<file path="src/rtl/fft1024_frame_io.sv">
// Frame I/O wrapper for fft1024: bit-reversed load into the fft0/fft1 banks, engine
// start/finish handshake, and a credit-limited natural-order drain into a valid/ready stream.
module fft1024_frame_io #(
  parameter int READ_LATENCY = 1,
  parameter int FIFO_DEPTH   = 4
) (
  input  logic        clk,
  input  logic        rst,
  input  logic        in_valid,
  output logic        in_ready,
  input  logic [15:0] in_re,
  input  logic [15:0] in_im,
  output logic        out_valid,
  input  logic        out_ready,
  output logic [15:0] out_re,
  output logic [15:0] out_im,
  output logic        out_last,
  output logic        fft_start,
  input  logic        fft_finish,
  output logic        mem_sel,
  output logic        ce0,
  output logic        oce0,
  output logic        wre0,
  output logic [10:0] ad0,
  output logic [31:0] din0,
  input  logic [31:0] dout0,
  output logic        ce1,
  output logic        oce1,
  output logic        wre1,
  output logic [10:0] ad1,
  output logic [31:0] din1,
  input  logic [31:0] dout1
);

  localparam int PW = (FIFO_DEPTH > 1) ? $clog2(FIFO_DEPTH) : 1;
  localparam int CW = $clog2(FIFO_DEPTH + 1);

  typedef enum logic [2:0] {
    S_IDLE   = 3'd0,
    S_LOAD   = 3'd1,
    S_SETTLE = 3'd2,
    S_START  = 3'd3,
    S_WAIT   = 3'd4,
    S_DRAIN  = 3'd5
  } state_t;

  function automatic logic [9:0] bitrev10(input logic [9:0] v);
    logic [9:0] r;
    for (int b = 0; b < 10; b++) r[b] = v[9 - b];
    return r;
  endfunction

  function automatic logic [PW-1:0] ptr_inc(input logic [PW-1:0] p);
    return (p == PW'(FIFO_DEPTH - 1)) ? {PW{1'b0}} : p + PW'(1);
  endfunction

  state_t             state_r;
  logic [9:0]         s_cnt_r;
  logic [10:0]        rd_cnt_r;
  logic [9:0]         pop_cnt_r;
  logic               settle_r;
  logic               fin_prev_r;
  logic               in_ready_r;
  logic               fft_start_r;
  logic               mem_sel_r;
  logic               ce0_r, oce0_r, wre0_r, ce1_r, oce1_r, wre1_r;
  logic [10:0]        ad0_r, ad1_r;
  logic [31:0]        din0_r, din1_r;

  logic [31:0]        fifo_mem_r [FIFO_DEPTH];
  logic [PW-1:0]      wr_ptr_r, rd_ptr_r;
  logic [CW-1:0]      occ_r;
  logic [READ_LATENCY:0] pipe_vld_r;
  logic [READ_LATENCY:0] pipe_bank_r;

  logic [7:0]         inflight_s;
  logic [7:0]         credit_s;
  logic               pop_s;
  logic               push_s;
  logic               issue_s;
  logic               accept_s;
  logic [9:0]         wr_idx_s;
  logic [31:0]        push_data_s;
  logic [31:0]        head_s;

  // Credit accounting: a new read may issue only if it is guaranteed a FIFO slot on return.
  always_comb begin
    inflight_s = 8'd0;
    for (int b = 0; b <= READ_LATENCY; b++) inflight_s = inflight_s + {7'd0, pipe_vld_r[b]};
    pop_s       = (occ_r != {CW{1'b0}}) && out_ready;
    credit_s    = 8'(occ_r) + inflight_s - {7'd0, pop_s};
    issue_s     = (state_r == S_DRAIN) && !rd_cnt_r[10] && (credit_s < 8'(FIFO_DEPTH));
    push_s      = pipe_vld_r[READ_LATENCY];
    push_data_s = pipe_bank_r[READ_LATENCY] ? dout1 : dout0;
    accept_s    = (state_r == S_LOAD) && in_valid && in_ready_r;
    wr_idx_s    = bitrev10(s_cnt_r);
    head_s      = fifo_mem_r[rd_ptr_r];
  end

  // Frame sequencer with registered handshake and bank-port outputs.
  always_ff @(posedge clk or posedge rst) begin
    if (rst) begin
      state_r     <= S_IDLE;
      s_cnt_r     <= 10'd0;
      rd_cnt_r    <= 11'd0;
      pop_cnt_r   <= 10'd0;
      settle_r    <= 1'b0;
      fin_prev_r  <= 1'b0;
      in_ready_r  <= 1'b0;
      fft_start_r <= 1'b0;
      mem_sel_r   <= 1'b0;
      ce0_r <= 1'b0; oce0_r <= 1'b0; wre0_r <= 1'b0; ad0_r <= 11'd0; din0_r <= 32'd0;
      ce1_r <= 1'b0; oce1_r <= 1'b0; wre1_r <= 1'b0; ad1_r <= 11'd0; din1_r <= 32'd0;
    end else begin
      fin_prev_r  <= fft_finish;
      fft_start_r <= 1'b0;
      ce0_r <= 1'b0; oce0_r <= 1'b0; wre0_r <= 1'b0; ad0_r <= 11'd0; din0_r <= 32'd0;
      ce1_r <= 1'b0; oce1_r <= 1'b0; wre1_r <= 1'b0; ad1_r <= 11'd0; din1_r <= 32'd0;
      case (state_r)
        S_IDLE: begin
          state_r    <= S_LOAD;
          in_ready_r <= 1'b1;
          s_cnt_r    <= 10'd0;
        end
        S_LOAD: begin
          if (accept_s) begin
            if (wr_idx_s[9]) begin
              ce1_r <= 1'b1; wre1_r <= 1'b1;
              ad1_r <= {2'b00, wr_idx_s[8:0]}; din1_r <= {in_re, in_im};
            end else begin
              ce0_r <= 1'b1; wre0_r <= 1'b1;
              ad0_r <= {2'b00, wr_idx_s[8:0]}; din0_r <= {in_re, in_im};
            end
            if (s_cnt_r == 10'd1023) begin
              in_ready_r <= 1'b0;
              settle_r   <= 1'b0;
              state_r    <= S_SETTLE;
            end else begin
              s_cnt_r <= s_cnt_r + 10'd1;
            end
          end else begin
            s_cnt_r <= s_cnt_r;
          end
        end
        // Two quiet cycles: the last write is on the port, then the bank settles.
        S_SETTLE: begin
          if (settle_r) begin
            state_r     <= S_START;
            fft_start_r <= 1'b1;
            mem_sel_r   <= 1'b1;
          end else begin
            settle_r <= 1'b1;
          end
        end
        S_START: begin
          state_r <= S_WAIT;
        end
        S_WAIT: begin
          if (fft_finish && !fin_prev_r) begin
            state_r   <= S_DRAIN;
            mem_sel_r <= 1'b0;
            rd_cnt_r  <= 11'd0;
            pop_cnt_r <= 10'd0;
          end else begin
            state_r <= S_WAIT;
          end
        end
        S_DRAIN: begin
          if (issue_s) begin
            if (rd_cnt_r[9]) begin
              ce1_r <= 1'b1; oce1_r <= 1'b1; ad1_r <= {2'b00, rd_cnt_r[8:0]};
            end else begin
              ce0_r <= 1'b1; oce0_r <= 1'b1; ad0_r <= {2'b00, rd_cnt_r[8:0]};
            end
            rd_cnt_r <= rd_cnt_r + 11'd1;
          end else begin
            rd_cnt_r <= rd_cnt_r;
          end
          if (pop_s) begin
            pop_cnt_r <= pop_cnt_r + 10'd1;
            if (pop_cnt_r == 10'd1023) begin
              state_r    <= S_LOAD;
              in_ready_r <= 1'b1;
              s_cnt_r    <= 10'd0;
            end else begin
              state_r <= S_DRAIN;
            end
          end else begin
            pop_cnt_r <= pop_cnt_r;
          end
        end
        default: begin
          state_r <= S_IDLE;
        end
      endcase
    end
  end

  // Read-return tracking and FIFO pointers; the bank tag rides alongside each read.
  always_ff @(posedge clk or posedge rst) begin
    if (rst) begin
      pipe_vld_r  <= '0;
      pipe_bank_r <= '0;
      wr_ptr_r    <= {PW{1'b0}};
      rd_ptr_r    <= {PW{1'b0}};
      occ_r       <= {CW{1'b0}};
    end else begin
      pipe_vld_r  <= {pipe_vld_r[READ_LATENCY-1:0], issue_s};
      pipe_bank_r <= {pipe_bank_r[READ_LATENCY-1:0], rd_cnt_r[9]};
      if (push_s) wr_ptr_r <= ptr_inc(wr_ptr_r);
      if (pop_s)  rd_ptr_r <= ptr_inc(rd_ptr_r);
      case ({push_s, pop_s})
        2'b10:   occ_r <= occ_r + CW'(1);
        2'b01:   occ_r <= occ_r - CW'(1);
        default: occ_r <= occ_r;
      endcase
    end
  end

  // FIFO storage; contents are only visible through the occupancy-gated outputs.
  always_ff @(posedge clk) begin
    if (push_s) fifo_mem_r[wr_ptr_r] <= push_data_s;
  end

  assign in_ready  = in_ready_r;
  assign out_valid = (occ_r != {CW{1'b0}});
  assign out_re    = out_valid ? head_s[31:16] : 16'd0;
  assign out_im    = out_valid ? head_s[15:0]  : 16'd0;
  assign out_last  = out_valid && (pop_cnt_r == 10'd1023);
  assign fft_start = fft_start_r;
  assign mem_sel   = mem_sel_r;
  assign ce0 = ce0_r; assign oce0 = oce0_r; assign wre0 = wre0_r; assign ad0 = ad0_r; assign din0 = din0_r;
  assign ce1 = ce1_r; assign oce1 = oce1_r; assign wre1 = wre1_r; assign ad1 = ad1_r; assign din1 = din1_r;

endmodule
</file>
<file path="config.mk">
export PLATFORM = sky130hd
export DESIGN_NAME = fft1024_frame_io
export DESIGN_NICKNAME = d
export VERILOG_FILES = /design/src/rtl/fft1024_frame_io.sv
export SDC_FILE = /design/constraint.sdc
export NUM_CORES = 1
export LEC_CHECK = 0
export CAP_MARGIN = 10
export CORE_MARGIN = 5
export CORE_UTILIZATION = 45
export CTS_BUF_LIST = sky130_fd_sc_hd__clkbuf_16
export CTS_CLUSTER_SIZE = 20
export DETAILED_ROUTE_END_ITERATION = 8
export PLACE_DENSITY_LB_ADDON = 0.25
export SYNTH_ARGS = -nofsm -noshare
export SYNTH_HDL_FRONTEND = slang
export SYNTH_SLANG_ARGS = --single-unit
</file>
<file path="constraint.sdc">
create_clock -name clk -period 5.39 [get_ports clk]
set_clock_uncertainty 0.1 [all_clocks]
set_input_delay 0.8085 -clock clk [delete_from_list [all_inputs] [get_ports clk]]
set_output_delay 0.8085 -clock clk [all_outputs]
set_load 0.01 [all_outputs]
</file>
* Word level (Yosys, flattened, before mapping)
Memories as Yosys holds them, arrays and structs flattened.
Cells that the tools add are included.
** Storage, ports and cells
- Output and inout bits :: 129
- Input bits :: 101
- Latch bits :: 0
- ROM bits :: 0
- Memories :: 1
- Register bits :: 142
- RAM bits :: 128
** Cells by class
- Add/sub/neg operators :: 10
- Bitwise operators :: 0
- Reductions and logical operators :: 23
- Equal/unequal tests :: 19
- Divide/modulo/power cells :: 0
- Mux-type cells :: 67
- Shift-type cells :: 0
- Multiply operators :: 0
- Magnitude comparators :: 1
** Memories
- fifo_mem_r :: words 4, bits a word 32, rd ports 1, clocked after memory_dff 0, wr ports 1, line 70 : logic [31:0] fifo_mem_r [FIFO_DEPTH];
** Operator list (number)
- $mux 32 :: 7
- $mux 9 :: 8
- $mux 10 :: 6
- $pmux 9 s2 :: 2
- $mux 16 :: 2
- $pmux 10 s3 :: 1
- $mux 1 :: 23
- $mux 11 :: 2
- $pmux 11 s2 :: 1
- $add 10x1->10 const B :: 2
- $eq 10x10->1 const B :: 2
- $pmux 10 s2 :: 1
- $pmux 3 s6 :: 1
- $mux 3 :: 5
- $ne 2x2->1 const B :: 6
- $reduce_and 3->1 :: 4
- $add 11x1->11 const B :: 1
- $reduce_and 5->1 :: 2
- $lt 8x3->1 const B :: 1
- $pmux 1 s2 :: 4
- $reduce_bool 2->1 :: 4
- $logic_and 1x1->1 :: 7
- $eq 2x2->1 const B :: 3
- $eq 3x2->1 const B :: 2
- other kinds (17) :: 23

* Depth between registers and ports, before layout
Gate-level depths: netlist of the first run.
- Depth in word-level cells :: 7
- Gate-level depth with buffers :: 11
- Depth with buffers taken out :: 10

* Worst setup path after synthesis of the first run
No wires, ideal clock.
- Kind :: input to register
- Start point :: input out_ready
- End point :: register rd_cnt_r[8]
- Data arrival time :: 2798 ps
- Slack :: 2405 ps
- Buffers on the path :: 0
- Setup time :: 87 ps
- Stages :: 9
- Cell sequence :: o31ai_2 or2_2 nand2_1 ha_1 a21o_1 a2111oi_2 a21oi_1 or4_1 o211ai_1
** Between the ends
- Word-level cells in the longest chain between the ends :: 6
** Ends and longest elaborated chain
- start, declared :: line 14 : input logic out_ready,
- $logic_and 1x1->1 :: line 90 : pop_s = (occ_r != {CW{1'b0}}) && out_ready;
- $sub 4x1->5 :: line 91 : credit_s = 8'(occ_r) + inflight_s - {7'd0, pop_s};
- $lt 8x3->1 :: line 92 : issue_s = (state_r == S_DRAIN) && !rd_cnt_r[10] && (credit_s < 8'(FIFO_DEPTH));
- $logic_and 1x1->1 :: line 92
- $ne 2x2->1 (no line)
- $reduce_and 3->1 (no line)
- end signal, assigned :: line 175 : rd_cnt_r <= rd_cnt_r + 11'd1;
- end signal, assigned :: line 177 : rd_cnt_r <= rd_cnt_r;
- end, declared :: line 59 : logic [10:0] rd_cnt_r;
No other way between the ends.
A chain may end at the register's enable or synchronous reset.

* Worst setup path in the final report of the first run
- Start point :: register rd_ptr_r[0]
- End point :: output out_im[9]
** Between the ends
- Word-level cells in the longest chain between the ends :: 2
** Ends and longest elaborated chain
- start, declared :: line 71 : logic [PW-1:0] wr_ptr_r, rd_ptr_r;
- start signal, assigned :: line 205 : rd_ptr_r <= {PW{1'b0}};
- start signal, assigned :: line 211 : if (pop_s) rd_ptr_r <= ptr_inc(rd_ptr_r);
- $mem_v2 4x32
- $mux 16 :: line 228 : assign out_im = out_valid ? head_s[15:0] : 16'd0;
- end, declared :: line 16 : output logic [15:0] out_im,
No other way between the ends.

==> results of run 1 <==
==> final timing paths <==
kind | startpoint | end | slack [ps] | cells after the start
setup / recovery | rd_ptr_r[0] | out_im[9] | 1500 | 4
hold / removal | pipe_bank_r[0] | pipe_bank_r[1] | 260 | 0
setup reg to reg | occ_r[0] | rd_cnt_r[5] | 2060 | 9
hold reg to reg | pipe_bank_r[0] | pipe_bank_r[1] | 260 | 0
max in group asynchronous | rst | pop_cnt_r[5] | 3640 | 3
min in group asynchronous | rst | din1[12] | 650 | 2
==> layout make-up <==
| cell class | instances | area [um^2] |
|---|---|---|
| Sequential cell | 266 | 7300 |
| Clock inverter | 22 | 125 |
| Multi-Input combinational cell | 409 | 3340 |
| Fill cell | 1817 | 9250 |
| Clock buffer | 30 | 751 |
| Timing Repair Buffer | 239 | 2360 |
| Tap cell | 319 | 399 |
| Inverter | 23 | 91.3 |
==> per-stage QoR <==
step	utilization, %	instance area (um^2)	worst slack (ps)
after global placement	57.1	13500	1650
after global routing	60.8	14400	1250
final	60.8	14400	1500
after floorplan	-	10900	785
after CTS	60.8	14400	1370
after detailed placement	57.1	13500	1600
==> logic make-up after synthesis <==
logic type | share of synthesized area [%]
adder cells (fa/ha/maj) | 1.68
XOR/XNOR | 0.886
other | 0.0345
flip-flops | 67.1
buffers and inverters | 2.38
AND/OR/NAND/NOR | 12.1
multiplexers | 10.1
AO/OA/AOI/OAI | 5.66
==> cells in the final DEF (no fill, tap or decap), drive strengths merged, types with 28 or more instances in the layout <==
cell type	count
edfxtp	128
clkbuf	30
nor2b	34
clkdlybuf4s50	225
mux2	33
mux4	32
dfrtp	138
and2	72
nor2	29
nand2	28
inv	35
==> per-layer routing <==
layer,share of wire (%),routed length [um]
met4,1.2,282
met1,39,9170
met2,48,11400
met3,12,2870
met5,0,0
==> sequential cells by signal, summed over array words and instances (netlist names), 3 cells and up <==
register / flops
state_r: 3
ad0: 9
ad1: 9
s_cnt_r: 10
din0: 32
pop_cnt_r: 10
rd_cnt_r: 11
occ_r: 3
fifo_mem_r: 128
din1: 32
==> where the power goes <==
group / total [mW] / leakage, nW / switching, mW / internal, mW
logic: 1.60 / 2.27 / 0.675 / 0.922
registers: 2.44 / 2.94 / 0.171 / 2.27
clock network: 1.79 / 0.467 / 0.745 / 1.04
==> critical path, cell delays in order, from the launching register on <==
cell	delay, ps
sky130_fd_sc_hd__dfrtp_2	870
sky130_fd_sc_hd__buf_4	380
sky130_fd_sc_hd__mux4_2	520
sky130_fd_sc_hd__nor2b_1	140
sky130_fd_sc_hd__clkdlybuf4s50_1	520
==> out/summary.md, run 1 <==
IR analysis of the VDD net gives a maximum drop of 0.336 mV. The number of antenna diodes in the final layout is 0. For this design, the sink count on the clock tree is 266.

The synthesized design contains 266 register bits. The finished layout holds 1308 standard cells, fillers aside. The first TritonRoute pass finished after 4 iterations. Max-cap violations in this run came to 0. The critical path in this run is classified as reg -> out. Compared with the post-synthesis result, the final layout area differs by 32.1%. CTS placed an instance of sky130_fd_sc_hd__clkbuf_16 at the clock tree root.

The floorplan step defined a die boundary enclosing 27400 um^2. Synthesis handed over a netlist of 733 instances. For the first-pass GRT wire length, the log shows 37800 um.

In this run the tool buffered the top-level ports with 225 buffer cells. Setup violations remaining at the end of the flow were counted as 0. Number of antenna violations at the first check in global routing: 0. The total power consumption of the routed design was 5.83 mW. The worst setup path is captured at a primary output.

The area of the core region was 23600 um^2; the final cycle utilization of the critical path was 72.2%. The synthesized netlist occupies a cell area of 10900 um^2. The path category of the worst min-delay check was reg -> reg.

The logs give 67.1% for the fraction of the yosys area taken by sequential cells and 28.5% for the met2 track utilization from global routing. The logs give 400 for the number of design-rule violations left by the first detailed-router iteration and 3 for the worst-case clock buffer depth. The dominant synthesized flop cell is sky130_fd_sc_hd__dfrtp_1.

The average wire per standard cell works out to 18.1 um. The tools report the number of different library cells in the post-synthesis netlist as 55. The met3 usage in global routing came out at 7.79%.

The largest net degree at the start of global routing was 73; the final period demand of the worst path was 3890 ps. The run gives 0.257 GHz as the maximum clock frequency. The layout net count was 1083. The run gives 0 as the final hold violation count. The site row count was 56; the power per cell area was 406 nW/um^2. Width of the die: 165 um. Setup repair after global routing left no endpoint under its margin.

After clock tree synthesis, the clock-pin slew on the worst setup and hold paths is 60 ps. Clock latency at the later pin of the worst-skew pair: 530 ps. The total of cells resized after clock tree synthesis came out at 0. Kind of start point of the critical path: a flip-flop. By area the synthesized netlist is led by sky130_fd_sc_hd__edfxtp_1 (35%), sky130_fd_sc_hd__dfrtp_1 (32%), sky130_fd_sc_hd__mux4_2 (6.6%).

The boundary pin count is 230. The tools report the total leakage power as 5.67 nW. TritonCTS built the clock tree.

The die is 165 um tall. For the pin with the worst max-slew slack, the measured transition is 1130 ps. The number of flops mapped to enable cells by yosys is 128, and the share of cells above drive strength 1 is 13.4%. The tools report the setup fix buffers added after clock tree synthesis as 0. The average instance in the mapped netlist occupies 14.8 um^2. The number of clock buffers added by TritonCTS is 29. Largest area contributor in the netlist: sky130_fd_sc_hd__edfxtp_1. sky130_fd_sc_hd__dfrtp_1 is the most common cell in the netlist. The routed wire length was 23700 um; the count of hold buffers inserted by post-cts repair was 0. After detailed routing, the number of remaining DRC violations is 0.

The tools report the final-report max-slew violation count as 0. Of the post-synthesis cell area, the dominant cell type holds 35.4%. The congestion estimate from routability-driven global placement came to 0.831. Data arrives at the worst endpoint at 2990 ps. The Yosys step of the flow raised 0 warnings. The detailed router placed 6755 vias in this run. Global routing used 17.4% of the available tracks across all layers. The tightest hold path in the finished design has a slack of 265 ps.

The flow ran to the end, and the final reports show no timing, DRC or antenna violations. For this run the aggregate overflow at the end of global routing stands at 0. The tools report the maximum level of the CTS H-tree as 1. STA puts the critical path data required time at 4480 ps. The run gives 21.7% as the met1 global-route usage. In this run the worst path has a maximum fanout of 25. After synthesis, the most frequently instantiated cells are sky130_fd_sc_hd__dfrtp_1 (138), sky130_fd_sc_hd__edfxtp_1 (128), sky130_fd_sc_hd__and2_1 (72). The logs give 0 ps for the setup TNS and 16000 um for the placed wire-length estimate.

The effective utilization at floorplan came out at 46.0%. The number of placed instances, taps included, is 1256. Of all flip-flops after synthesis, the portion carrying an async set or reset was 51.9%. The headroom to the max-slew limit is 24.1%.

In the routed layout, each cell is associated on average with a via count of 5.16. After global routing, the most crowded layer is met2. The logs give 7102 for the via count of the first global-routing pass and 0 for the post-route antenna net violation count.
No activity file was read; power rests on OpenSTA's default activity.
==> run 2, diff against run 1 <==
clock period = 3.9 ns   (was 5.39 ns; I/O delays follow)
==> run 2 against run 1 <==
Against the previous run:
- clock power grew 46%
- via count increased by 0.30%
- count of clock-buffer cells in the layout grew 1
- cell count rose by 0.15%
- die area stayed put
- critical endpoint is now rd_cnt_r[6]
- highest routed layer unchanged
==> out/summary.md, run 2 (synthesis results as in run 1) <==
The count of inserted antenna diode cells was 0; the placed wire-length estimate was 16100 um. Counting along the longest clock path gives a buffer depth of 3. The number of design rule violations left after detail routing is 0. TritonCTS created 28 clock buffers. The count of buffers inserted at the top-level ports was 225. The run gives 23700 um as the routed wire length.

230 I/O pins were placed. The tree built by TritonCTS fans out to 266 sinks. The register with the most flip-flops in the layout has 128 of them. In this run, the number of DRC markers left after iteration 0 of detailed routing was 320.

In the final routed layout, each cell accounts on average for 18.1 um. The path category of the worst min-delay check is reg -> reg. For the pin with the worst max-slew slack, the measured transition is 889 ps. The final weighted congestion in routability-driven placement came out at 0.855. At the end of the flow, the number of nets in the layout was 1085.

The logs give 1839 for the number of filler instances in the final layout and 0 for the count of max-cap constraint violations. In this run, the combinational gates consume 28.4% of the power. Total of cells resized after clock tree synthesis: 0. In this run the clock root is driven by a sky130_fd_sc_hd__clkbuf_16. Entering global routing, the biggest net connects 51 pins. The register with the most flip-flops in the final layout is fifo_mem_r. Summing all multi-input logic gate instances after layout gives 3340 um^2. For the final routed database, the setup TNS stands at 0 ps. At the later pin of the worst-skew pair, clock insertion delay measures 540 ps. The site row count was 56; the maximum level of the CTS H-tree was 1. After global routing the overflow that remains totals 0. Overall routing resource usage: 17.5%.

The top cell types in the final layout, fill and taps aside, are sky130_fd_sc_hd__clkdlybuf4s50_1 (225), sky130_fd_sc_hd__dfrtp_1 (137), sky130_fd_sc_hd__edfxtp_1 (128), sky130_fd_sc_hd__and2_1 (72), sky130_fd_sc_hd__nor2b_1 (34). The count of hold buffers inserted by post-cts repair was 0. Along the worst path, the maximum fanout reaches 10. For the sequential cell fraction of total power, the log shows 39.8%.

For the critical path data arrival time, the log shows 3610 ps. The library cell used most frequently in the layout, excluding fill and tap cells, is sky130_fd_sc_hd__clkdlybuf4s50_1. The analysis attributes to cell leakage a power of 5.69 nW.

The internal portion of the total power is 5.99 mW. After clock tree synthesis, the clock-pin slew on the worst setup and hold paths is 60 ps. From bottom edge to top edge, the die measures 165 um.

Data on the critical path is required at its endpoint by 4200 ps. The final cycle utilization of the critical path came out at 84.8%. Area of the die: 27400 um^2.

The count of vias placed by the detailed router is 6775. The effective utilization at floorplan was 46.0%; the register cell area after layout was 7300 um^2. Net switching is 27.3% of the power.

Via count of the first global-routing pass: 7049. Setup repair after global routing left no endpoint under its margin. The final-report max-slew violation count is 0, and the first-pass GRT wire length is 37700 um. Post-CTS timing repair inserted 0 buffers for setup. Counting I/O delays and the setup requirement, the final critical path takes 3310 ps. Measured against its own limit, the worst slew margin works out to 40.2%. Measured along the x axis, the die boundary spans 165 um. The share of cells above drive strength 1 is 14.5%, and the part of the power in the clock network is 31.8%. The power dissipated by switching net loads came out at 2.25 mW.

The run gives 61.3% as the utilization of the core after routing. The flow ran to the end, and the final reports show no timing, DRC or antenna violations. Setup violations remaining at the end of the flow were counted as 0.

The type of the worst setup path is reg -> reg. Dividing total power by cell area gives a power density of 570 nW/um^2. For the maximum vdd ir drop, the log shows 0.379 mV.

Based on the critical path, the design can be clocked at up to 0.303 GHz. The tools report the post-route antenna net violation count as 0. The worst setup path is captured at a flip-flop. The area of the core region is 23600 um^2, and the routed via count divided by cell count is 5.17.

The first detailed-routing pass took 4 iterations. TritonCTS built the clock tree. The number of antenna violations at the first check in global routing is 0. The worst setup path is launched from a flip-flop. The final hold violation count is 0. Compared with the post-synthesis result, the final layout area differs by 33.1%.
==> run 2: cell types whose count changed in the layout (fill, tap and decap cells not counted), sizes merged <==
cell,previous run,this run
inv,35,27
buf,14,17
clkinv,8,11
clkinvlp,1,3
bufinv,1,2
clkbuf,30,31
==> run 2: per-layer routing <==
| layer | global-route usage [%] | up-vias | part of all wire (%) |
|---|---|---|---|
| li1 | - | 3150 | - |
| met1 | 22.1 | 3352 | 39 |
| met2 | 28.5 | 245 | 48 |
| met3 | 7.67 | 28 | 12 |
| met4 | 3.30 | 0 | 1.4 |
| met5 | 0 | - | 0 |
==> run 2: metrics by stage <==
stage	setup WS, ps	hold slack [ps]	power, mW	cells	instance area [um^2]
after floorplan	940	231	4.56	736	10900
after global placement	368	233	5.70	1259	13500
after detailed placement	308	244	5.71	1259	13500
after CTS	593	257	8.37	1310	14500
after global routing	328	259	8.67	1310	14500
final	594	249	8.24	1310	14500
==> run 2: power by group through the flow <==
stage                     sequential [mW]  clock [mW]  combinational (mW)
after floorplan                      3.35           0                1.21
after global placement               3.32           0                2.37
after detailed placement             3.33           0                2.38
after CTS                            3.28        2.70                2.39
after global routing                 3.30        2.81                2.56
final                                3.28        2.62                2.34
==> run 2: worst paths after layout <==
path / start / end / slack, ps / cells past startpoint
max: occ_r[0] / rd_cnt_r[6] / 590 / 9
min: pipe_bank_r[0] / pipe_bank_r[1] / 250 / 0
max reg2reg: occ_r[0] / rd_cnt_r[6] / 590 / 9
min reg2reg: pipe_bank_r[0] / pipe_bank_r[1] / 250 / 0
max in group asynchronous: rst / rd_ptr_r[0] / 2370 / 3
min in group asynchronous: rst / din1[21] / 480 / 2
==> run 2: critical path, stage by stage (launching register included) <==
cell                        delay, ps
sky130_fd_sc_hd__dfrtp_1          460
sky130_fd_sc_hd__o31ai_2          620
sky130_fd_sc_hd__or2_2            230
sky130_fd_sc_hd__nand2_1           50
sky130_fd_sc_hd__ha_1             270
sky130_fd_sc_hd__a21o_1           200
sky130_fd_sc_hd__a2111oi_2        410
sky130_fd_sc_hd__a21oi_1          210
sky130_fd_sc_hd__a21oi_2          440
sky130_fd_sc_hd__o221ai_1         170
==> run 2: layout make-up <==
cell class	instances	area share [%]
Clock inverter	20	1.06
Multi-Input combinational cell	409	23.1
Clock buffer	31	5.36
Timing Repair Buffer	242	16.6
Inverter	23	0.623
Tap cell	319	2.76
Sequential cell	266	50.5
==> run 3, diff against run 2 <==
clock period = 2.75 ns   (was 3.9 ns; I/O delays follow)
==> run 3 against run 2 <==
Against the previous run:
- register-to-register slack worse by 510 ps
- worst hold slack worse by 28 ps
- non-clock buffer count increased by 29
- critical path depth fell by 4
- power grew 40%
- utilization rose by 0.83 points
- sequential share of layout area decreased by 0.67 points
- setup slack worse by 550 ps
- clock power is 26% higher
- sequential power is 41% higher
- first-iteration DRC count rose by 0.63%
- largest cell class unchanged
- largest power group unchanged
==> out/summary.md, run 3 (synthesis results as in run 1) <==
For the register cell area after layout, the log shows 7300 um^2. Minimum setup slack after placement: -434 ps. Detailed placement ended at an HPWL of 16300 um.

Power comes to 11.5 mW. Hold repair after CTS inserted 0 buffers. 230 I/O pins were placed. The top cell types in the final layout, fill and taps aside, are sky130_fd_sc_hd__clkdlybuf4s50_1 (192), sky130_fd_sc_hd__dfrtp_1 (137), sky130_fd_sc_hd__edfxtp_1 (128), sky130_fd_sc_hd__and2_1 (72). The worst path uses 98.4% of the clock period. Counting the buffers created by CTS gives 27. After clock tree synthesis, the clock-pin slew on the worst setup and hold paths is 60 ps. The tools report the number of placed instances with taps included as 1277. The largest register by flop count is fifo_mem_r. The count of inserted antenna diode cells is 0, and the critical path required time is 2240 ps.

The tools report the overall routing resource usage as 18.0%. The final hold violation count was 0. The maximum clock frequency was 0.370 GHz. The floorplan has 56 rows.

The routed via count divided by cell count came out at 5.16. The first global-routing pass estimated 38700 um of wire. For the setup violation total in the final timing report, the log shows 0.

The maximum level of the CTS H-tree was 1; the maximum fanout count along the critical path was 9. Worst flop-to-flop path endpoint: rd_cnt_r[8]. For this run, the slowest stage of the critical path takes 490 ps.

The area of the core region is 23600 um^2. STA classifies the critical path startpoint as a flip-flop. On the critical path, the stage with the largest delay is an instance of sky130_fd_sc_hd__mux4_2.

The post-route netlist has 17.7% of its cells at a drive strength greater than 1. For the clock latency at the later pin of the worst-skew pair, the log shows 520 ps. The floorplan step defined a die boundary enclosing 27400 um^2. Buffers placed on the I/O ports in this run total 225.

The via count of the first global-routing pass is 7182, and the worst-case setup margin in the final layout is 44.5 ps. TritonCTS built the clock tree. At the end of routability-driven placement, the weighted congestion stood at 0.847. Traced cell by cell, the critical path runs through buf_4, bufbuf_16, mux4_2, nor2b_1, dlygate4sd2_1. The first detailed-routing pass took 4 iterations. The layout has 1809 filler cells.

The count of vias placed by the detailed router is 6908. The path category of the worst min-delay check is in -> async. Critical path data arrival time: 2190 ps. Counting along the longest clock path gives a buffer depth of 3. The finished layout holds 1338 standard cells, fillers aside.

The run finished with clean final reports. The routed design has 24600 um of wire. In the final design database the tool counted 1113 nets. The tools report the worst reg2reg path startpoint as occ_r[2]. At the end of the flow the core is filled with cells to 62.1%. The clock sink count is 266, and the overall die height is 165 um. The tools report the nature of the critical path endpoint as a primary output. The power per cell area is 784 nW/um^2, and the maximum vdd ir drop is 0.520 mV. Setup repair after global routing could not meet its margin everywhere. Once the floorplan was initialized, standard cells occupied 46.0% of the core.

The area growth from synthesis to layout is 34.9%. The tools report the global route total overflow as 0. Entering global routing, the biggest net connects 119 pins. The headroom to the max-slew limit is 57.8%, and the final period demand of the worst path is 2710 ps. In the final layout, the multi-input gates occupy 3410 um^2. The library cell used most frequently in the layout, excluding fill and tap cells, is sky130_fd_sc_hd__clkdlybuf4s50_1.

The number of design-rule violations left by the first detailed-router iteration is 322. Clock root buffer: sky130_fd_sc_hd__clkbuf_16. The average wire per standard cell works out to 18.4 um. The pin slew with the least headroom to its limit came out at 633 ps. The post-route antenna net violation count is 0, and the final-report max-slew violation count is 0.

The logs give 0 for the number of antenna violations at the first check in global routing and 80 ps for the flop-to-flop setup slack. The type of the worst setup path is reg -> out. The die is 165 um wide. For the worst flop-to-flop path, the logic depth is 10.

The register with the most flip-flops in the layout has 128 of them. The total leakage power was 5.88 nW; the number of design rule violations left after detail routing was 0. Across the run, the number of max-cap violations was 0.
[run 3: metal layers]
metal	global-route usage [%]	part of all wire, %
met5	0	0
met4	4.27	2.4
met3	6.88	10
met2	28.5	47
met1	23.7	40
[run 3: where the power goes]
group | leakage (nW) | switching [mW] | internal, mW
registers | 2.94 | 0.169 | 4.45
clock network | 0.419 | 1.43 | 1.87
logic | 2.52 | 1.63 | 1.95
total | 5.88 | 3.23 | 8.27
[run 3: worst max path at each step]
stage / endpoint / startpoint / cells after the start / slack, ps
after floorplan: rd_cnt_r[8] / occ_r[0] / 9 / 8
after global placement: rd_cnt_r[10] / out_ready / 11 / -410
after detailed placement: rd_cnt_r[10] / out_ready / 11 / -430
after CTS: out_im[13] / rd_ptr_r[0] / 5 / 0.2
after global routing: out_im[0] / rd_ptr_r[0] / 5 / -30
final: out_im[0] / rd_ptr_r[0] / 5 / 40
[run 3: layout make-up]
type | count | share of cell area, %
clock buffers | 27 | 4.61
clock inverters | 23 | 0.862
inverters | 23 | 0.615
multi-input cells | 409 | 23.2
flip-flops and latches | 266 | 49.8
well taps | 319 | 2.72
repair buffers | 271 | 18.2
[run 3: timing repair]
| item | in CTS | in global routing |
|---|---|---|
| endpoints found under the setup margin | 43 | 42 |
| cloned | 4 | 0 |
| resized for setup | 58 | 26 |
| pin swaps | 1 | 6 |
| buffers inserted | 4 | 3 |
[run 3: critical path: cells and delay by family (launching register included)]
family / cells / cell delay [ps]
buf+inv: 3 / 690
flops: 1 / 350
mux: 1 / 490
simple gates: 1 / 140
[run 3: stage by stage]
stage | area (um^2) | TNS (ps) | hold WS [ps]
floorplan | 10900 | 0 | 231
finish | 14700 | 0 | 221
detailed placement | 13700 | -11230 | 241
CTS | 14600 | 0 | 214
global placement | 13700 | -10340 | 243
global route | 14700 | -44.5 | 241
